`src/rtl/core_seq_ctrl_pkg.sv`:
```
// Shared definitions for the NPC core sequencer: opcodes, ebreak encoding,
// FSM state encoding and reset defaults.
package core_seq_ctrl_pkg;

    localparam logic [6:0] OPC_LUI      = 7'b0110111;
    localparam logic [6:0] OPC_AUIPC    = 7'b0010111;
    localparam logic [6:0] OPC_JAL      = 7'b1101111;
    localparam logic [6:0] OPC_JALR     = 7'b1100111;
    localparam logic [6:0] OPC_BRANCH   = 7'b1100011;
    localparam logic [6:0] OPC_LOAD     = 7'b0000011;
    localparam logic [6:0] OPC_STORE    = 7'b0100011;
    localparam logic [6:0] OPC_OP_IMM   = 7'b0010011;
    localparam logic [6:0] OPC_OP       = 7'b0110011;
    localparam logic [6:0] OPC_OP_IMM32 = 7'b0011011;
    localparam logic [6:0] OPC_OP32     = 7'b0111011;
    localparam logic [6:0] OPC_MISC_MEM = 7'b0001111;
    localparam logic [6:0] OPC_SYSTEM   = 7'b1110011;

    localparam logic [31:0] EBREAK_INST = 32'h0010_0073;

    localparam logic [63:0] DEF_RESET_PC = 64'h8000_0000;
    localparam logic [31:0] DEF_NOP_INST = 32'h0000_0013;

    typedef enum logic [2:0] {
        ST_FETCH_REQ  = 3'd0,
        ST_FETCH_WAIT = 3'd1,
        ST_DECODE     = 3'd2,
        ST_EXEC       = 3'd3,
        ST_MEM_REQ    = 3'd4,
        ST_MEM_WAIT   = 3'd5,
        ST_WB         = 3'd6,
        ST_HALT       = 3'd7
    } state_e;

    typedef struct packed {
        logic supported;
        logic writes_rd;
        logic is_mem;
        logic is_system;
    } opc_info_t;

endpackage

```
`src/rtl/core_seq_ctrl_opc_class.sv`:
```
// Combinational opcode classifier: maps a 7-bit opcode to the properties the
// sequencer needs to pick its path through the FSM.
module opc_class
    import core_seq_ctrl_pkg::*;
(
    input  logic [6:0] opcode_i,
    output opc_info_t  info_o
);

    always_comb begin
        info_o = '0;
        unique case (opcode_i)
            OPC_LUI, OPC_AUIPC, OPC_JAL, OPC_JALR,
            OPC_OP_IMM, OPC_OP, OPC_OP_IMM32, OPC_OP32: begin
                info_o.supported = 1'b1;
                info_o.writes_rd = 1'b1;
            end
            OPC_LOAD: begin
                info_o.supported = 1'b1;
                info_o.writes_rd = 1'b1;
                info_o.is_mem    = 1'b1;
            end
            OPC_STORE: begin
                info_o.supported = 1'b1;
                info_o.is_mem    = 1'b1;
            end
            OPC_BRANCH, OPC_MISC_MEM: info_o.supported = 1'b1;
            // Only ebreak is legal here; the sequencer checks the full word.
            OPC_SYSTEM: begin
                info_o.supported = 1'b1;
                info_o.is_system = 1'b1;
            end
            default: info_o = '0;
        endcase
    end

endmodule

```
`src/rtl/core_seq_ctrl.sv`:
```
// Multi-cycle sequencer for the NPC core: owns PC and IR, runs the
// fetch/decode/execute/memory/writeback steps and halts on ebreak or faults.
module core_seq_ctrl
    import core_seq_ctrl_pkg::*;
#(
    parameter logic [63:0] RESET_PC = DEF_RESET_PC,
    parameter logic [31:0] NOP_INST = DEF_NOP_INST
) (
    input  logic        clk,
    input  logic        rst,
    output logic        imem_req_valid,
    input  logic        imem_req_ready,
    output logic [63:0] imem_addr,
    input  logic        imem_rsp_valid,
    input  logic [31:0] imem_rsp_data,
    output logic [31:0] inst_o,
    output logic [63:0] pc_o,
    input  logic [6:0]  opcode_i,
    input  logic [63:0] npc_i,
    output logic        dmem_req_valid,
    input  logic        dmem_req_ready,
    input  logic        dmem_rsp_valid,
    output logic        rf_we,
    output logic        halt_o,
    output logic        illegal_o,
    output logic [63:0] instret_o,
    output logic [63:0] cycle_o
);

    // state      | meaning
    // FETCH_REQ  | imem request raised, waiting for ready
    // FETCH_WAIT | waiting for instruction word
    // DECODE     | classify opcode, catch ebreak / illegal
    // EXEC       | route to memory or straight to writeback
    // MEM_REQ    | dmem request raised, waiting for ready
    // MEM_WAIT   | waiting for load data / store completion
    // WB         | commit PC, retire, pulse rf_we
    // HALT       | absorbing until reset

    state_e      state_q, state_d;
    logic [63:0] pc_q, pc_d;
    logic [31:0] inst_q, inst_d;
    logic        halt_q, halt_d;
    logic        illegal_q, illegal_d;
    logic [63:0] instret_q, instret_d;
    logic [63:0] cycle_q;
    opc_info_t   info;

    opc_class u_opc_class (
        .opcode_i (opcode_i),
        .info_o   (info)
    );

    always_ff @(posedge clk) begin
        if (rst) begin
            state_q   <= ST_FETCH_REQ;
            pc_q      <= RESET_PC;
            inst_q    <= NOP_INST;
            halt_q    <= 1'b0;
            illegal_q <= 1'b0;
            instret_q <= '0;
            cycle_q   <= '0;
        end else begin
            state_q   <= state_d;
            pc_q      <= pc_d;
            inst_q    <= inst_d;
            halt_q    <= halt_d;
            illegal_q <= illegal_d;
            instret_q <= instret_d;
            cycle_q   <= cycle_q + 64'd1;
        end
    end

    always_comb begin
        state_d        = state_q;
        pc_d           = pc_q;
        inst_d         = inst_q;
        halt_d         = halt_q;
        illegal_d      = illegal_q;
        instret_d      = instret_q;
        imem_req_valid = 1'b0;
        dmem_req_valid = 1'b0;
        rf_we          = 1'b0;
        unique case (state_q)
            ST_FETCH_REQ: begin
                imem_req_valid = 1'b1;
                if (imem_req_ready) state_d = ST_FETCH_WAIT;
            end
            ST_FETCH_WAIT: begin
                if (imem_rsp_valid) begin
                    inst_d  = imem_rsp_data;
                    state_d = ST_DECODE;
                end
            end
            ST_DECODE: begin
                if (inst_q == EBREAK_INST) begin
                    halt_d  = 1'b1;
                    state_d = ST_HALT;
                end else if (!info.supported || info.is_system) begin
                    illegal_d = 1'b1;
                    state_d   = ST_HALT;
                end else begin
                    state_d = ST_EXEC;
                end
            end
            ST_EXEC: state_d = info.is_mem ? ST_MEM_REQ : ST_WB;
            ST_MEM_REQ: begin
                dmem_req_valid = 1'b1;
                if (dmem_req_ready) state_d = ST_MEM_WAIT;
            end
            ST_MEM_WAIT: begin
                if (dmem_rsp_valid) state_d = ST_WB;
            end
            ST_WB: begin
                // A misaligned target faults before anything is committed.
                if (npc_i[1:0] != 2'b00) begin
                    illegal_d = 1'b1;
                    state_d   = ST_HALT;
                end else begin
                    pc_d      = npc_i;
                    instret_d = instret_q + 64'd1;
                    rf_we     = info.writes_rd;
                    state_d   = ST_FETCH_REQ;
                end
            end
            ST_HALT: state_d = ST_HALT;
            default: state_d = ST_HALT;
        endcase
        // Reset is synchronous, so outputs must be masked while it is held.
        if (rst) begin
            imem_req_valid = 1'b0;
            dmem_req_valid = 1'b0;
            rf_we          = 1'b0;
        end
    end

    assign imem_addr = pc_q;
    assign pc_o      = pc_q;
    assign inst_o    = inst_q;
    assign halt_o    = halt_q;
    assign illegal_o = illegal_q;
    assign instret_o = instret_q;
    assign cycle_o   = cycle_q;

endmodule

```
`config.mk`:
```
export PLATFORM = sky130hd
export DESIGN_NAME = core_seq_ctrl
export DESIGN_NICKNAME = d
export VERILOG_FILES = /design/src/rtl/core_seq_ctrl_pkg.sv /design/src/rtl/core_seq_ctrl_opc_class.sv /design/src/rtl/core_seq_ctrl.sv
export SDC_FILE = /design/constraint.sdc
export NUM_CORES = 1
export LEC_CHECK = 0
export ABC_AREA = 1
export CAP_MARGIN = 20
export CORE_MARGIN = 5
export CORE_UTILIZATION = 50
export CTS_CLUSTER_DIAMETER = 30
export DETAILED_ROUTE_END_ITERATION = 10
export GPL_TIMING_DRIVEN = 0
export PLACE_DENSITY = 0.86
export SYNTH_ARGS = -nofsm -noshare
export SYNTH_HDL_FRONTEND = slang
export SYNTH_SLANG_ARGS = --single-unit
```
`constraint.sdc`:
```
create_clock -name clk -period 4.2 [get_ports clk]
set_clock_uncertainty 0.05 [all_clocks]
set_input_delay 0.84 -clock clk [delete_from_list [all_inputs] [get_ports clk]]
set_output_delay 0.84 -clock clk [all_outputs]
set_load 0.005 [all_outputs]
```
== Word-level counts from Yosys, hierarchy flattened ==
Index checks and enable logic that the tools add are counted.

* Flip-flop bits (word level): 229
* Input bits: 109
* Output and inout port bits: 293
* Word-level logic and storage cells: 75

* Add/sub/neg operators: 2
* Equality and inequality tests: 28
* Multiplexer cells: 24
* Bitwise logic cells: 1
* Reductions and logical operators: 13

{| class="wikitable"
|+ Operators by type and width
! operator !! number
|-
| adder 64 x 1 -> 64 bit, second input constant || 2
|-
| == test 32 x 21 -> 1 bit, second input constant || 1
|-
| == test 7 x 6 -> 1 bit, second input constant || 4
|-
| == test 7 bit, second input constant || 4
|-
| case mux 3 bit (8 select lines) || 1
|-
| == test 7 x 5 -> 1 bit, second input constant || 3
|-
| two-way mux 3 bit || 7
|-
| two-way mux 1 bit || 14
|-
| inequality test 2 bit, second input constant || 7
|-
| OR reduction 13 bit || 1
|-
| == test 3 bit, second input constant || 4
|-
| OR reduction 9 bit || 1
|-
| AND reduction 4 bit || 2
|-
| == test 7 x 2 -> 1 bit, second input constant || 1
|-
| == test 7 x 4 -> 1 bit, second input constant || 1
|-
| == test 3 x 2 -> 1 bit, second input constant || 2
|-
| AND reduction 2 bit || 3
|-
| nonzero test 2 bit || 2
|-
| == test 3 x 1 -> 1 bit, second input constant || 1
|-
| zero test 3 bit || 1
|-
| two-way mux 2 bit || 1
|-
| case mux 1 bit (2 select lines) || 1
|-
| OR reduction 2 bit || 1
|-
| zero test 1 bit || 1
|-
| 2 further kinds || 2
|}

== Depth between registers and ports, before layout ==
* Depth after elaboration: 8
* Depth in mapped cells: 11
* Depth with buffers taken out: 11

== By module ==
From an unflattened synthesis, not the netlist that was laid out.

* Cell total of the unflattened synthesis: 1785
* Area total of the unflattened synthesis: 11730.0 sq um

{| class="wikitable"
|+ By module, submodules not included
! module !! instances !! cells an instance !! area an instance (sq um) !! seq. area each (sq um)
|-
| core_seq_ctrl || 1 || 1746 || 11571.1 || 4584.4
|-
| opc_class || 1 || 39 || 158.9 || 0.0
|}

== Worst setup path before layout ==
OpenSTA, ideal clock, no wires.

* Path kind: input port to output port
* Start point: in npc_i[0]
* End point: out rf_we
* Arrival time: 1.748 ns
* Required time: 3.310 ns
* Setup slack: 1.562 ns
* Stages on the path: 5
* Path buffers: 2
* Path through: nor2_1 nand3_4 buf_2 buf_1 a211oi_1

* Longest elaborated chain between the ends: 4

{| class="wikitable"
|+ RTL lines
! what !! RTL line !! text
|-
| from (decl) || core_seq_ctrl.sv:19 || <nowiki>input logic [63:0] npc_i,</nowiki>
|-
| nonzero test 2 bit || core_seq_ctrl.sv:116 || <nowiki>if (npc_i[1:0] != 2'b00) begin</nowiki>
|-
| two-way mux 1 bit || core_seq_ctrl.sv:116 ||
|-
| two-way mux 1 bit || core_seq_ctrl.sv:84 || <nowiki>unique case (state_q)</nowiki>
|-
| two-way mux 1 bit || core_seq_ctrl.sv:130 || <nowiki>if (rst) begin</nowiki>
|-
| to (decl) || core_seq_ctrl.sv:23 || <nowiki>output logic rf_we,</nowiki>
|}

No other way between the ends.

== Final worst setup path ==
Ends and elaborated chain as after synthesis.

==> impl_metrics.csv <==
group,metric,value,unit
synthesis,synth_area_leaders,"dfxtp_1 38%, nor2_1 13%, nand2_1 12%, inv_1 5.6%, o21ai_0 5.3%",
grt,grt_use_total,0.3638,
placement,post-place-cells,2581,
grt,overflow,0,
timing,whs,0.4122,ns
finish,synthToLayoutAreaGrowth,50.99,%
power,power_density,400.0,mW/mm2
clock_network,clkTransAtPathRegs,0.04,ns
placement,place_area,0.01648,mm2
synthesis,netlist_area,0.01208,mm2
routing,routedWlPerCell,19.25,um
timing,finalMaxSlewViolations,0,
clock_network,cts-resized-gates,0,
clock_network,worst_skew_pair.late_latency,0.54,ns
grt,grt_pass1_wl,77200,um
finish,utilization,0.7724,
timing,worst_slew_pin_slew,1.090,ns
synthesis,ys_ff_latch,229,
critical_path,critPathKind,"in -> out",
hold_path,hold_path.class,"reg -> reg",
timing,rsz0062_at_grt,"false",
clock_network,postCtsSetupBuffers,0,
synthesis,synth_cell_types,40,
routing,detail-route-antenna-nets,0,
floorplan,die_width,165.4,um
power,power,7.295,mW
power,ir_drop,0.3165,mV
floorplan,die_area,0.02737,mm2
synthesis,yosysWarningCount,0,
synthesis,synth_top_area_frac,0.3795,
floorplan,die_height,165.4,um
finish,instances_no_fill,2676,
floorplan,core_area,0.02361,mm2
clock_network,cts_sinks,229,
routing,first_pass_iters,6,
finish,nets,2425,
routing,viasPerCell,5.381,
run_status,status,"completed",
synthesis,netlist_instances,1862,
synthesis,synthFlopType,"dfxtp_1",
clock_network,cts-root-buf,"clkbuf_16",
synthesis,ys_seq_area_frac,0.3795,
clock_network,cts-buffers-inserted,50,
power,p_leak,6.535,nW
placement,gp_congestion,1.003,
grt,grt_max_degree,14,
synthesis,synth_edf_count,0,
finish,design_area,0.01824,mm2
timing,tns,0,ns
clock_network,cts_tree,"yes",
timing,fin_crit,4.054,ns
grt,antenna_found_initial,2,
timing,fmax,246.7,MHz
timing,fin_ws,0.1457,ns
placement,portBuffers,400,
finish,drive_above_1_share,0.09813,
critical_path,start_kind,"input pin",
finish,multi_input_area,0.006098,mm2
synthesis,async_flop_share,0,
synthesis,syn_nets,1973,
routing,num_vias,14400,
synthesis,yosys.area.top_type,"dfxtp_1",
finish,seq_area,0.004584,mm2
timing,finalCritPeriodShare,0.9653,
clock_network,clockBufferDepth,3,
placement,dp_hpwl,40630,um
timing,finalSetupViolCount,0,
critical_path,crit_fanout,10,
floorplan,rows,56,
floorplan,start_util,0.5116,
clock_network,htree_levels,2,
finish,n_fill_cell,1779,
critical_path,worstPathArrival,3.16,ns
routing,drt_iter0_drc,1471,
routing,drt-total-wl,51510,um
critical_path,critPathCaptureType,"output pin",
routing,drc,0,
synthesis,synth.avg_cell_area,6.487,um2
grt,grt_pass1_vias,13830,
flow_run,cap_violations,0,
floorplan,num_io_pins,402,
timing,relSlewSlack,0.2733,
clock_network,ctsHoldBuffers,0,
critical_path,cp.required,3.31,ns
timing,hold_violations,0,
placement,pre_cts_ws,0.1692,ns
-- layer usage --
layer  vias to the layer above  global-route usage  wire length, um
met5                         -                   0                0
li1                       6800                   -                -
met4                         0              0.1774             2722
met2                       804              0.6262            24290
met3                       161             0.08215             5170
met1                      6634              0.4274            19330
-- cells in the final DEF, fill, tap and decap left out, types with 3 or more instances in the layout --
cell type        count
a211oi_1             3
a21oi_1             96
buf_1                3
buf_2               12
buf_4               64
bufinv_16            7
clkbuf_1            42
clkbuf_16           51
clkbuf_8             7
clkdlybuf4s50_1    400
clkinv_2            12
clkinvlp_4           4
dfxtp_1            229
diode_2              3
inv_1              180
inv_2                9
nand2_1            394
nand2_2              6
nand3_1             75
nand3_2              4
nand3_4              3
nand3b_1             4
nand4_1             54
nor2_1             424
nor2_2              23
nor2_4               7
nor3_1              38
nor3_2               7
nor3b_1              8
o21a_1               5
o21ai_0            128
or2_0                5
or2_2                5
xnor2_1             11
xor2_1              13
-- sequential cells by signal, summed over array words and instances (netlist names) --
| register | count |
|---|---|
| state_q | 3 |
| imem_addr | 64 |
| illegal_o | 1 |
| halt_o | 1 |
| instret_o | 64 |
| cycle_o | 64 |
| inst_o | 32 |
-- cells in the mapped netlist (13+ instances only) --
| master | n |
|---|---|
| xor2_1 | 13 |
| nand3_1 | 75 |
| o21ai_0 | 128 |
| nor2_1 | 424 |
| nand4_1 | 54 |
| dfxtp_1 | 229 |
| inv_1 | 180 |
| nor2_2 | 23 |
| nor3_1 | 38 |
| buf_4 | 64 |
| a21oi_1 | 96 |
| nand2_1 | 394 |
| clkbuf_1 | 35 |
-- cell families after synthesis --
kind of cell	Yosys count	share of synthesized area
AOI/OAI and AO/OA	237	0.1006
xor gates and xnor gates	24	0.01740
buffers and inverters	304	0.1156
DFF	229	0.3795
adders and majority gates	2	0.002071
and+or+nand+nor	1066	0.3848
-- final timing paths --
kind                                  from           to  slack [ns]  cells past startpoint
worst max-delay path              npc_i[0]        rf_we        0.15                      7
worst min-delay path             illegal_o    illegal_o        0.41                      2
worst max register to register  cycle_o[0]  cycle_o[34]        1.87                     10
worst min register to register   illegal_o    illegal_o        0.41                      2
-- power by group --
part           internal, mW  switching (mW)
Sequential             2.30           0.102
Combinational         0.438           0.427
Clock                  2.76            1.27
Total                  5.50            1.80
-- worst max-delay path, stage by stage --
cell	delay (ns)
clkdlybuf4s50_1	0.44
nor2_1	0.20
nand3_4	0.21
buf_2	0.28
buf_1	0.31
a211oi_1	0.26
clkdlybuf4s50_1	0.62
-- cell type report --
type	count	share of cell area
multi-input cells	1329	0.3344
clock buffers	65	0.07670
repair buffers	400	0.2195
diodes	3	0.0004116
well taps	319	0.02188
clock inverters	27	0.01921
flip-flops and latches	229	0.2514
plain buffers	114	0.03746
inverters	190	0.03910
No activity file was read; power rests on OpenSTA's default activity.
